### src/rtl/stream_mux_rr.sv
// stream_mux_rr: N-to-1 stream mux (fixed select or round-robin) with a single registered output slot; in_data/in_valid/in_ready per channel, out_data/out_chan/out_valid/out_ready downstream
module stream_mux_rr #(
  parameter int WIDTH    = 8,
  parameter int CHANNELS = 4,
  parameter int SEL_W    = 2
) (
  input  logic                      clk,
  input  logic                      rst,
  input  logic [CHANNELS*WIDTH-1:0] in_data,
  input  logic [CHANNELS-1:0]       in_valid,
  output logic [CHANNELS-1:0]       in_ready,
  input  logic                      mode,
  input  logic [SEL_W-1:0]          sel,
  output logic [WIDTH-1:0]          out_data,
  output logic [SEL_W-1:0]          out_chan,
  output logic                      out_valid,
  input  logic                      out_ready
);
  localparam int NSEL = 2**SEL_W;
  logic [WIDTH-1:0] out_data_q, out_data_d;
  logic [SEL_W-1:0] out_chan_q, out_chan_d, rr_ptr_q, rr_ptr_d, rr_gnt, gnt;
  logic out_valid_q, out_valid_d, load_en, rr_vld, gnt_vld, xfer;
  logic [NSEL-1:0] vld_pad;
  assign vld_pad = NSEL'(in_valid);
  assign load_en = !out_valid_q || out_ready;
  always_comb begin : rr_search
    logic [SEL_W:0] idx;
    idx    = '0;
    rr_gnt = '0;
    rr_vld = 1'b0;
    for (int i = CHANNELS; i >= 1; i--) begin
      idx = {1'b0, rr_ptr_q} + (SEL_W+1)'(i);
      idx = (idx >= (SEL_W+1)'(CHANNELS)) ? idx - (SEL_W+1)'(CHANNELS) : idx;
      if (vld_pad[idx[SEL_W-1:0]]) begin
        rr_gnt = idx[SEL_W-1:0];
        rr_vld = 1'b1;
      end
    end
  end
  assign gnt      = mode ? rr_gnt : sel;
  assign gnt_vld  = mode ? rr_vld : vld_pad[sel];
  assign xfer     = load_en && gnt_vld;
  assign in_ready = (xfer && !rst) ? CHANNELS'(1) << gnt : '0;
  always_comb begin
    out_valid_d = load_en ? gnt_vld : out_valid_q;
    out_data_d  = xfer ? in_data[gnt*WIDTH +: WIDTH] : out_data_q;
    out_chan_d  = xfer ? gnt : out_chan_q;
    rr_ptr_d    = xfer ? gnt : rr_ptr_q;
  end
  always_ff @(posedge clk) begin
    if (rst) begin
      out_valid_q <= 1'b0;
      out_data_q  <= '0;
      out_chan_q  <= '0;
      rr_ptr_q    <= SEL_W'(CHANNELS-1);
    end else begin
      out_valid_q <= out_valid_d;
      out_data_q  <= out_data_d;
      out_chan_q  <= out_chan_d;
      rr_ptr_q    <= rr_ptr_d;
    end
  end
  assign out_data  = out_data_q;
  assign out_chan  = out_chan_q;
  assign out_valid = out_valid_q;
endmodule

### config.mk
export PLATFORM = sky130hd
export DESIGN_NAME = stream_mux_rr
export DESIGN_NICKNAME = d
export VERILOG_FILES = /design/src/rtl/stream_mux_rr.sv
export SDC_FILE = /design/constraint.sdc
export NUM_CORES = 1
export LEC_CHECK = 0
export ABC_AREA = 0
export CORE_UTILIZATION = 37
export CTS_BUF_LIST = sky130_fd_sc_hd__clkbuf_4 sky130_fd_sc_hd__clkbuf_8 sky130_fd_sc_hd__clkbuf_16
export DETAILED_ROUTE_END_ITERATION = 8
export PLACE_DENSITY = 0.79
export SLEW_MARGIN = 20
export SYNTH_ARGS = -nofsm -noshare
export SYNTH_HDL_FRONTEND = slang
export SYNTH_SLANG_ARGS = --single-unit
### constraint.sdc
create_clock -name clk -period 2.9 [get_ports clk]
set_clock_uncertainty 0.05 [all_clocks]
set_input_delay 0.725 -clock clk [delete_from_list [all_inputs] [get_ports clk]]
set_output_delay 0.725 -clock clk [all_outputs]
set_load 0.05 [all_outputs]
==> results.toml <==
[worst_setup_path]
crit_buf_inv = 3
critPathCapture = "in_ready[3]"
critPathArrivalTime_ns = 2.08
max_stage_delay_ns = 0.45
cp.depth = 6
crit_type = "input port to output port"
critPathCaptureType = "output port"
rr_endpoint = "out_data[7]"
r2r_start = "rr_ptr_q[1]"
r2r_setup_slack_ns = 0.70
reg2regPathDepth = 7
crit_start = "mode"
slowest_stage = "or3b_4"
cp_top_family = "simple AND/OR/NAND/NOR gates"
crit_chain = "buf_2, buf_4, a311oi_4, or3b_4, nor2_4, buf_12"
start_kind = "input port"
required_ns = 2.12
cp_max_fo = 7

[placement]
port_buffers = 56
dpl.cell_count = 188
hpwl_um = 2350
placed_area_sq_mm = 0.00165
place.gp.congestion = 0.871

[drt]
wl_um = 3100
via_count = 1064
drtIter0Drc = 18
drc = 0
drtPass1Iterations = 6
via_per_inst = 5.51
wire_per_inst_um = 16.1
drtAntennaViolNets = 0

[timing]
worst_pin_slew_ns = 0.548
period_share_pct = 98.4
hold_ws_ns = 0.409
setup_viol = 0
tns_ns = 0
slew_viol_final = 0
slew_headroom_pct = 63.4
timing.fmax_mhz = 351
min_period_ns = 2.85
finalHoldViolations = 0
grt_setup_unrepaired = "false"

[synth]
synth-seq-cells = 13
synth_top_area_cell = "dfxtp_1"
synth_area_sq_um = 938
synth_edf_count = 0
ys_async_sr_fraction_pct = 0
synth_top_area_share_pct = 27.7
yosysUniqueCellTypes = 30
synthFlopType = "dfxtp_1"
syn_inst = 100
synthTopCellsByArea = "dfxtp_1, mux2i_1, o221ai_2, nand3b_1, nand2_1"
yosysWarnings = 0
syn-num-nets = 142
syn_area_per_cell_sq_um = 9.38
synth-seq-area-share_pct = 27.7

[clock_network]
ctsLongestPathBuffers = 2
clkTransAtPathRegs_ns = 0.08
clock-sinks = 13
cts_root_buf = "clkbuf_4"
clk_latency_ns = 0.28
numCtsBuffers = 3
cts_tree = "built"
htreeDepth = 1

[global_routing]
grtUsageTotal_pct = 23.9
grt_pass1_wl_um = 4860
grt_max_degree = 18
antenna_found_initial = 0
grt_pass1_vias = 1003
gr-total-overflow = 0

[power]
ir_drop_mv = 0.380
p_per_area_mw_per_mm2 = 425
p_leak_nw = 0.691

[cells_and_area]
fin_area_sq_mm = 0.00172
num-fill-cells = 177
antenna_cells = 0
drive_above_1_share_pct = 29.1
fin_util_pct = 74.9
final_cell_count_no_fill = 193
nets = 208
layout_commonest_cell = "clkdlybuf4s50_1"
layout_common_cells = "clkdlybuf4s50_1, mux2i_1, dfxtp_1"
area_growth_pct = 83.3

[worst_hold_path]
hp-class = "register to register"

[floorplan]
initial_utilization_pct = 40.8
rows = 17
core-area_sq_mm = 0.00230
die-height_um = 52.4
die_x_um = 52.4
ios = 57
dieArea_sq_mm = 0.00274

[job]
cap_violations = 0

[outcome]
status = "finished, final reports clean"
==> flip-flops by register name (all words and copies together), names as in the netlist <==
signal / cells
rr_ptr_q: 2
out_valid: 1
out_chan: 2
out_data: 8
==> worst reg2reg max path, cell delays in order (launching register included) <==
cell	delay, ns
dfxtp_1	0.36
nand2b_4	0.16
a32o_2	0.29
a311o_1	0.41
buf_4	0.17
or3_1	0.34
buf_4	0.19
o221ai_2	0.16
==> layout make-up <==
class | count | area, sq um | share of cell area [%]
Sequential cell | 13 | 260 | 15.1
Clock buffer | 3 | 22.5 | 1.31
Inverter | 3 | 11.3 | 0.655
Timing Repair Buffer | 68 | 666 | 38.7
Multi-Input combinational cell | 77 | 721 | 41.9
Tap cell | 28 | 35.0 | 2.04
Clock inverter | 1 | 5.00 | 0.291
==> Yosys cell counts (2+ instances only) <==
cell type	instances
mux2i_1	17
dfxtp_1	13
nand2_1	8
nand3b_1	8
o221ai_2	8
a21oi_1	5
nor2_1	5
clkbuf_1	3
inv_1	3
nor4_1	3
a311oi_1	2
buf_2	2
buf_6	2
nand2b_1	2
nor2b_1	2
o211ai_1	2
or3_1	2
==> cells by family (layout without fill, tap and decap cells) <==
group                  after synthesis  in the layout  share of synthesized area [%]
AOI/OAI and AO/OA                   24             24                           24.9
and+or+nand+nor                     36             36                           23.3
muxes                               17             17                           18.1
DFF                                 13             13                           27.7
buffers and inverters               10             75                           5.87
==> how the worst min path moves through the flow <==
stage	cells after the start	from	end
finish	2	out_chan[0]	out_chan[0]
global route	2	out_chan[0]	out_chan[0]
CTS	2	out_chan[0]	out_chan[0]
global placement	2	out_chan[0]	out_chan[0]
detailed placement	2	out_chan[0]	out_chan[0]
floorplan	2	rr_ptr_q[0]	rr_ptr_q[0]
==> per-layer routing <==
layer / vias up / wire length, um / track usage, %
li1: 512 / - / -
met1: 510 / 1290 / 31.1
met2: 38 / 1620 / 40.3
met3: 4 / 152 / 4.06
met4: 0 / 34 / 6.14
met5: - / 0 / 0
==> power by group <==
group	internal (mW)	total, mW	switching, mW
clock network	0.0513	0.117	0.0657
registers	0.203	0.222	0.0186
logic	0.182	0.393	0.211
total	0.436	0.732	0.296
==> through the flow <==
stage / total power [mW] / setup slack [ns]
2_1_floorplan: 0.435 / -0.287
3_3_place_gp: 0.589 / -0.447
3_5_place_dp: 0.596 / -0.503
4_1_cts: 0.732 / 0.00168
5_1_grt: 0.765 / 0.00146
6_report: 0.732 / 0.0478
==> what timing repair did <==
action                     CTS  global route
pin swaps                   10             7
hold buffers                 0             0
gates cloned                 0             0
setup endpoints to repair    4             4
buffers inserted             1             0
gates resized for setup     34             7
Note: power is estimated with default switching activity, not from simulation.
